==> src/rtl/fmc_apb_initiator_pkg.sv <==
// Shared types and constants for the APB-to-FMC initiator.
// Latency: n/a (types, constants and one pure helper function only).
// Backpressure: n/a.
package fmc_apb_initiator_pkg;

   localparam int FMC_DATA_WIDTH         = 16;
   localparam int FMC_AHI_WIDTH          = 7;
   localparam int DEFAULT_DATA_LATENCY   = 2;
   localparam int DEFAULT_TIMEOUT_CYCLES = 1024;

   typedef enum logic [2:0] {
      ST_IDLE,
      ST_ADDR,
      ST_LAT,
      ST_DATA0,
      ST_DATA1,
      ST_DONE
   } fmc_state_e;

   // Everything the initiator drives onto the FMC bus, except the clock.
   typedef struct packed {
      logic                      ne;
      logic                      nadv;
      logic                      nwe;
      logic                      noe;
      logic [1:0]                nbl;
      logic [FMC_AHI_WIDTH-1:0]  a_hi;
      logic [FMC_DATA_WIDTH-1:0] ad_out;
      logic                      ad_oe;
   } fmc_pins_t;

   // The part of the APB request still needed after the address phase.
   typedef struct packed {
      logic        write;
      logic [31:0] wdata;
      logic [3:0]  strb;
   } apb_req_t;

   localparam fmc_pins_t PINS_RESET = '{
      ne:     1'b1,
      nadv:   1'b1,
      nwe:    1'b1,
      noe:    1'b1,
      nbl:    2'b11,
      a_hi:   '0,
      ad_out: '0,
      ad_oe:  1'b0
   };

   // End-of-burst pin state: strobes released, AD turned around, the last
   // address and data values left on the pins.
   function automatic fmc_pins_t release_bus(input fmc_pins_t p);
      fmc_pins_t r;
      r       = p;
      r.ne    = 1'b1;
      r.noe   = 1'b1;
      r.nwe   = 1'b1;
      r.nbl   = 2'b11;
      r.ad_oe = 1'b0;
      return r;
   endfunction

endpackage

==> src/rtl/fmc_initiator_clkgen.sv <==
// FMC clock generator: pclk/2 while active, held low otherwise, plus a fall strobe.
// Latency: fmc_clk rises on the first pclk edge after active goes high.
// Backpressure: none; fall is high during the pclk cycle whose closing edge drives fmc_clk 1->0.
//
// Ports:
//   pclk, preset_n  clock and synchronous active-low reset
//   active          toggle enable; when low fmc_clk returns low on the next edge
//   fmc_clk         generated FMC clock
//   fall            one-pclk strobe qualifying the edge on which FMC outputs move
module fmc_initiator_clkgen (
   input  logic pclk,
   input  logic preset_n,
   input  logic active,
   output logic fmc_clk,
   output logic fall
);

   logic clk_q;

   always_ff @(posedge pclk) begin
      if (!preset_n) begin
         clk_q <= 1'b0;
      end else begin
         clk_q <= active ? ~clk_q : 1'b0;
      end
   end

   assign fmc_clk = clk_q;
   assign fall    = active & clk_q;

endmodule

==> src/rtl/fmc_apb_initiator.sv <==
// APB completer turning each 32-bit access into one multiplexed 16-bit FMC burst.
// Latency: pready on cycle 2*(3+DATA_LATENCY)+1 after the first psel&&penable cycle, +2 pclk per FMC wait cycle.
// Backpressure: APB wait states via pready; fmc_nwait low stalls the current data beat indefinitely.
//
// Optional feature macro: FMC_APB_INITIATOR_TIMEOUT_EN (aborts a wait longer
// than TIMEOUT_CYCLES pclk with pready+pslverr).
//
// Ports:
//   pclk, preset_n                      clock, synchronous active-low reset
//   psel/penable/pwrite/paddr/pwdata/pstrb, pready/prdata/pslverr   APB completer
//   fmc_clk_out                         FMC clock, pclk/2 during a burst, low when idle
//   fmc_ne/fmc_nl_nadv/fmc_nwe/fmc_noe/fmc_nbl   FMC strobes, active low
//   fmc_a_hi                            upper address paddr[23:17]
//   fmc_ad_out/fmc_ad_oe/fmc_ad_in      multiplexed AD bus, tristate split
//   fmc_nwait                           target wait, active low
module fmc_apb_initiator
   import fmc_apb_initiator_pkg::*;
#(
   parameter int unsigned DATA_LATENCY = DEFAULT_DATA_LATENCY
`ifdef FMC_APB_INITIATOR_TIMEOUT_EN
   ,
   parameter int unsigned TIMEOUT_CYCLES = DEFAULT_TIMEOUT_CYCLES
`endif
) (
   input  logic                      pclk,
   input  logic                      preset_n,
   input  logic                      psel,
   input  logic                      penable,
   input  logic                      pwrite,
   input  logic [23:0]               paddr,
   input  logic [31:0]               pwdata,
   input  logic [3:0]                pstrb,
   output logic                      pready,
   output logic [31:0]               prdata,
   output logic                      pslverr,
   output logic                      fmc_clk_out,
   output logic                      fmc_ne,
   output logic                      fmc_nl_nadv,
   output logic                      fmc_nwe,
   output logic                      fmc_noe,
   output logic [1:0]                fmc_nbl,
   output logic [FMC_AHI_WIDTH-1:0]  fmc_a_hi,
   output logic [FMC_DATA_WIDTH-1:0] fmc_ad_out,
   output logic                      fmc_ad_oe,
   input  logic [FMC_DATA_WIDTH-1:0] fmc_ad_in,
   input  logic                      fmc_nwait
);

   localparam logic [3:0] LAT_LAST = 4'(DATA_LATENCY - 1);

   fmc_state_e state_q, state_d;
   apb_req_t   req_q, req_d;
   fmc_pins_t  pins_q, pins_d;
   logic [3:0] lat_q, lat_d;
   logic       pready_q, pready_d;
   logic [31:0] prdata_q, prdata_d;

   logic busy;
   logic fall;
   logic beat_done;
   logic to_hit;

   // Byte-address bit 0 never reaches the halfword-addressed FMC bus.
   logic unused_paddr0;
   assign unused_paddr0 = paddr[0];

   assign busy      = (state_q == ST_ADDR) || (state_q == ST_LAT) ||
                      (state_q == ST_DATA0) || (state_q == ST_DATA1);
   assign beat_done = fall && fmc_nwait;

   // An aborted burst must land in DONE with the FMC clock already low, so
   // the abort also stops the clock on that same edge.
   fmc_initiator_clkgen u_clkgen (
      .pclk     (pclk),
      .preset_n (preset_n),
      .active   (busy && !to_hit),
      .fmc_clk  (fmc_clk_out),
      .fall     (fall)
   );

`ifdef FMC_APB_INITIATOR_TIMEOUT_EN
   localparam int unsigned TO_W = $clog2(TIMEOUT_CYCLES + 1);

   logic [TO_W-1:0] to_cnt_q;
   logic            stalled;
   logic            pslverr_q;

   assign stalled = ((state_q == ST_DATA0) || (state_q == ST_DATA1)) && !fmc_nwait;
   // Fires on the stalled edge that takes the count to TIMEOUT_CYCLES.
   assign to_hit  = stalled && (to_cnt_q == TO_W'(TIMEOUT_CYCLES - 1));

   always_ff @(posedge pclk) begin
      if (!preset_n || !((state_q == ST_DATA0) || (state_q == ST_DATA1)) || beat_done) begin
         to_cnt_q <= '0;
      end else if (!fmc_nwait) begin
         to_cnt_q <= to_cnt_q + 1'b1;
      end
   end

   // The abort edge is the only way into DONE with an error, so the error
   // flag simply follows it for the single DONE cycle.
   always_ff @(posedge pclk) begin
      if (!preset_n) begin
         pslverr_q <= 1'b0;
      end else begin
         pslverr_q <= to_hit;
      end
   end

   assign pslverr = pslverr_q;
`else
   assign to_hit  = 1'b0;
   assign pslverr = 1'b0;
`endif

   always_ff @(posedge pclk) begin
      if (!preset_n) begin
         state_q  <= ST_IDLE;
         req_q    <= '0;
         pins_q   <= PINS_RESET;
         lat_q    <= '0;
         pready_q <= 1'b0;
         prdata_q <= '0;
      end else begin
         state_q  <= state_d;
         req_q    <= req_d;
         pins_q   <= pins_d;
         lat_q    <= lat_d;
         pready_q <= pready_d;
         prdata_q <= prdata_d;
      end
   end

   always_comb begin
      state_d  = state_q;
      req_d    = req_q;
      pins_d   = pins_q;
      lat_d    = lat_q;
      pready_d = 1'b0;
      prdata_d = prdata_q;

      case (state_q)
         ST_IDLE: begin
            // The address phase is driven straight from the APB inputs on
            // the accepting edge; only write data and strobes are kept.
            if (psel && penable && !pready_q) begin
               req_d.write   = pwrite;
               req_d.wdata   = pwdata;
               req_d.strb    = pstrb;
               pins_d.ne     = 1'b0;
               pins_d.nadv   = 1'b0;
               pins_d.nwe    = ~pwrite;
               pins_d.ad_out = paddr[16:1];
               pins_d.ad_oe  = 1'b1;
               pins_d.a_hi   = paddr[23:17];
               state_d       = ST_ADDR;
            end
         end

         ST_ADDR: begin
            if (fall) begin
               pins_d.nadv = 1'b1;
               if (req_q.write) begin
                  pins_d.ad_out = req_q.wdata[15:0];
                  pins_d.nbl    = ~req_q.strb[1:0];
               end else begin
                  pins_d.ad_oe = 1'b0;
                  pins_d.noe   = 1'b0;
                  pins_d.nbl   = 2'b00;
               end
               lat_d   = '0;
               state_d = ST_LAT;
            end
         end

         ST_LAT: begin
            if (fall) begin
               if (lat_q == LAT_LAST) begin
                  state_d = ST_DATA0;
               end else begin
                  lat_d = lat_q + 4'd1;
               end
            end
         end

         ST_DATA0: begin
            if (beat_done) begin
               if (req_q.write) begin
                  pins_d.ad_out = req_q.wdata[31:16];
                  pins_d.nbl    = ~req_q.strb[3:2];
               end else begin
                  prdata_d[15:0] = fmc_ad_in;
               end
               state_d = ST_DATA1;
            end
         end

         ST_DATA1: begin
            if (beat_done) begin
               if (!req_q.write) begin
                  prdata_d[31:16] = fmc_ad_in;
               end
               pins_d   = release_bus(pins_q);
               pready_d = 1'b1;
               state_d  = ST_DONE;
            end
         end

         ST_DONE: begin
            state_d = ST_IDLE;
         end

         default: begin
            state_d = ST_IDLE;
         end
      endcase

      // Abort overrides whatever the data beat would have done; halfwords
      // that were never captured read back as zero.
      if (to_hit) begin
         if (!req_q.write) begin
            if (state_q == ST_DATA0) begin
               prdata_d = '0;
            end else begin
               prdata_d = {16'h0000, prdata_q[15:0]};
            end
         end
         pins_d   = release_bus(pins_q);
         pready_d = 1'b1;
         state_d  = ST_DONE;
      end
   end

   assign pready      = pready_q;
   assign prdata      = prdata_q;
   assign fmc_ne      = pins_q.ne;
   assign fmc_nl_nadv = pins_q.nadv;
   assign fmc_nwe     = pins_q.nwe;
   assign fmc_noe     = pins_q.noe;
   assign fmc_nbl     = pins_q.nbl;
   assign fmc_a_hi    = pins_q.a_hi;
   assign fmc_ad_out  = pins_q.ad_out;
   assign fmc_ad_oe   = pins_q.ad_oe;

endmodule

==> config.mk <==
export PLATFORM = sky130hd
export DESIGN_NAME = fmc_apb_initiator
export DESIGN_NICKNAME = d
export VERILOG_FILES = /design/src/rtl/fmc_apb_initiator_pkg.sv /design/src/rtl/fmc_initiator_clkgen.sv /design/src/rtl/fmc_apb_initiator.sv
export SDC_FILE = /design/constraint.sdc
export NUM_CORES = 1
export LEC_CHECK = 0
export ABC_AREA = 1
export CELL_PAD_IN_SITES_DETAIL_PLACEMENT = 0
export CELL_PAD_IN_SITES_GLOBAL_PLACEMENT = 1
export CORE_ASPECT_RATIO = 1.4
export CORE_MARGIN = 3
export CORE_UTILIZATION = 25
export CTS_CLUSTER_SIZE = 10
export DETAILED_ROUTE_END_ITERATION = 7
export PLACE_DENSITY = 0.8
export SLEW_MARGIN = 20
export SYNTH_ARGS = -nofsm -noshare
export SYNTH_HDL_FRONTEND = slang
export SYNTH_SLANG_ARGS = --single-unit
==> constraint.sdc <==
create_clock -name pclk -period 1.5 [get_ports pclk]
set_input_delay 0.3 -clock pclk [delete_from_list [all_inputs] [get_ports pclk]]
set_output_delay 0.3 -clock pclk [all_outputs]
set_load 0.005 [all_outputs]
==> results.json <==
{
  "use_met3_pct": 3.204,
  "design_area_mm2": 0.006907,
  "yosys_warnings": 0,
  "core-area_mm2": 0.01747,
  "drive_gt1_share_pct": 15.39,
  "synth_cells": 633,
  "pin_count": 147,
  "fin_skew_ns": 0.008492,
  "core.rowCount": 57,
  "startpoint_type": "primary input",
  "critPathCaptureType": "flop",
  "maxCapViolations": 0,
  "max_freq_ghz": 0.6765,
  "cts_tree": "yes",
  "drc": 0,
  "dieArea_mm2": 0.01956,
  "netlist_area_mm2": 0.004473,
  "post_dp_cell_area_mm2": 0.006441,
  "numPortBuffers": 144,
  "most-common-layout-cells": "126 x nor2_1, 124 x nand2_1, 90 x dfxtp_1, 82 x clkdlybuf4s50_1, 64 x o21ai_0",
  "rsz0062_at_grt": "true",
  "critical_path_class": "primary input to flop",
  "powerDensity_mw_per_mm2": 1460,
  "yosysSeqAreaShare_pct": 48.34,
  "n_antenna_cell": 0,
  "final_common_cell": "nor2_1",
  "fillCellCount": 1843,
  "grtUsageMet1_pct": 17.48,
  "antenna_left": 0,
  "post-place-cells": 1013,
  "antenna_found_initial": 0,
  "initial_core_util_pct": 25.60,
  "top_usage_layer": "met2",
  "final.setup.tns_ns": 0,
  "clockBufferDepth": 2,
  "clk_latency_ns": 0.35,
  "fp.dieW_um": 119.1,
  "layout_min_cycle_time_ns": 1.478,
  "h-tree-depth": 3,
  "first_pass_iters": 4,
  "synth_cell_types": 26,
  "gr-total-overflow": 0,
  "arrival_ns": 1.73,
  "hp-class": "primary input to flop",
  "routabilityCongestion": 0.7913,
  "status": "completed",
  "ys_seq_elements": 108,
  "via_per_inst": 4.454,
  "fin_crit_sh_pct": 98.55,
  "nNetsFinal": 881,
  "dp_hpwl_um": 10070,
  "final-hold-violation-count": 0,
  "avgSynthCellArea_um2": 7.066,
  "cts_buffers": 9,
  "area_growth_pct": 54.41,
  "grt_pass1_vias": 4349,
  "path_max_fanout": 17,
  "dr_total_vias": 4610,
  "syn-num-nets": 717,
  "clock-sinks": 108,
  "clk_pin_slew_ns": 0.07,
  "die_h_um": 164.3,
  "grt_max_degree": 50,
  "drtIter0Drc": 251,
  "power.leakage_uw": 0.003218,
  "wl_um": 15100,
  "layoutNonFillerInstCount": 1035,
  "wl_per_cell_um": 14.59,
  "grt_use_met2_pct": 23.85,
  "grtUsageTotal_pct": 14.38,
  "cts-root-buf": "clkbuf_16",
  "worstPathRequired_ns": 1.75,
  "vdd_drop_max_v": 0.0005624,
  "finalSetupViolations": 0,
  "grt_pass1_wl_um": 22220,
  "final_max_slew_viol_count": 0
}
-- repair_timing --
| action | in CTS | in global routing |
|---|---|---|
| buffers inserted | 0 | 3 |
| pin swaps | 0 | 8 |
| hold buffers | 0 | 0 |
| setup endpoints to repair | 94 | 100 |
| gates cloned | 0 | 6 |
| gates resized for setup | 66 | 56 |
-- synthesized netlist by cell type --
| cell | count | share of area, % |
|---|---|---|
| a21oi_1 | 45 | 5.0 |
| and2_1 | 1 | 0.14 |
| buf_1 | 3 | 0.25 |
| buf_2 | 8 | 0.90 |
| buf_4 | 3 | 0.50 |
| buf_6 | 1 | 0.25 |
| clkbuf_1 | 22 | 1.8 |
| clkinv_1 | 3 | 0.25 |
| conb_1 | 1 | 0.084 |
| dfxtp_1 | 108 | 48 |
| ha_1 | 2 | 0.56 |
| inv_1 | 23 | 1.9 |
| inv_2 | 6 | 0.50 |
| nand2_1 | 126 | 11 |
| nand2_2 | 1 | 0.14 |
| nand3_1 | 27 | 3.0 |
| nand3_2 | 3 | 0.67 |
| nand4_1 | 18 | 2.5 |
| nor2_1 | 148 | 12 |
| nor2_2 | 4 | 0.56 |
| nor2_4 | 2 | 0.50 |
| nor3_1 | 9 | 1.0 |
| nor3_2 | 1 | 0.22 |
| o211ai_1 | 2 | 0.34 |
| o21ai_0 | 65 | 7.3 |
| o31ai_1 | 1 | 0.17 |
-- metrics by stage --
step           hold slack, ns  util (%)  total power, uW  worst slack, ns
2_1_floorplan          0.4276         -             5838       -0.0003640
3_5_place_dp           0.4405     36.86             7862          -0.3204
6_report               0.3598     39.53            10090          0.02182
3_3_place_gp           0.4360     36.86             7855          -0.3191
4_1_cts                0.3478     38.06             9930         0.001262
5_1_grt                0.3670     39.53            10830         -0.05910
-- critical path, stage by stage --
cell,delay [ns]
clkdlybuf4s50_1,0.45
nand2_1,0.08
buf_4,0.15
nor3_4,0.18
buf_6,0.19
inv_8,0.06
buf_12,0.16
nor2_1,0.09
nor2_1,0.05
-- final timing paths --
check                   from          endpoint  slack (ns)  cells after the start
setup / recovery     penable       fmc_a_hi[3]        0.02                      9
hold / removal      preset_n  u_clkgen.fmc_clk        0.36                      3
setup reg to reg  state_q[0]       fmc_a_hi[3]        0.07                      8
hold reg to reg       fmc_ne            fmc_ne        0.45                      2
-- metal layers --
layer / wire length, um / vias up
met5: 0 / -
met3: 795 / 25
li1: - / 2376
met2: 7226 / 122
met4: 448 / 0
met1: 6626 / 2087
-- area by class of cell --
cell class | instances | area (um2) | area share [%]
Clock buffer | 11 | 242.7 | 3.514
Clock inverter | 2 | 13.76 | 0.1993
Inverter | 32 | 127.6 | 1.848
Multi-Input combinational cell | 456 | 2138 | 30.96
Sequential cell | 108 | 2187 | 31.67
Tap cell | 236 | 295.3 | 4.275
Timing Repair Buffer | 189 | 1896 | 27.45
Timing Repair inverter | 1 | 6.256 | 0.09058
-- sequential cells by signal, indices dropped and copies added (netlist names) --
name              count
fmc_noe               1
lat_q                 4
fmc_nbl               2
fmc_a_hi              7
prdata               32
fmc_ad_oe             1
fmc_ne                1
pready                1
req_q                37
state_q               3
u_clkgen.fmc_clk      1
fmc_nl_nadv           1
fmc_nwe               1
fmc_ad_out           16
-- power by group --
part / switching, uW / leakage [uW] / internal [uW]
clock: 1050 / 0.000127 / 1150
combinational: 2250 / 0.00220 / 1900
sequential: 293 / 0.000888 / 3460
-- cells by family after synthesis --
logic type / Yosys count / synth area share (%)
and+or+nand+nor: 340 / 31.78
AOI/OAI and AO/OA: 113 / 12.81
DFF: 108 / 48.34
buffers and inverters: 69 / 6.433
adders and majority gates: 2 / 0.5594
other: 1 / 0.08384
(Power assumes the default switching activity.)
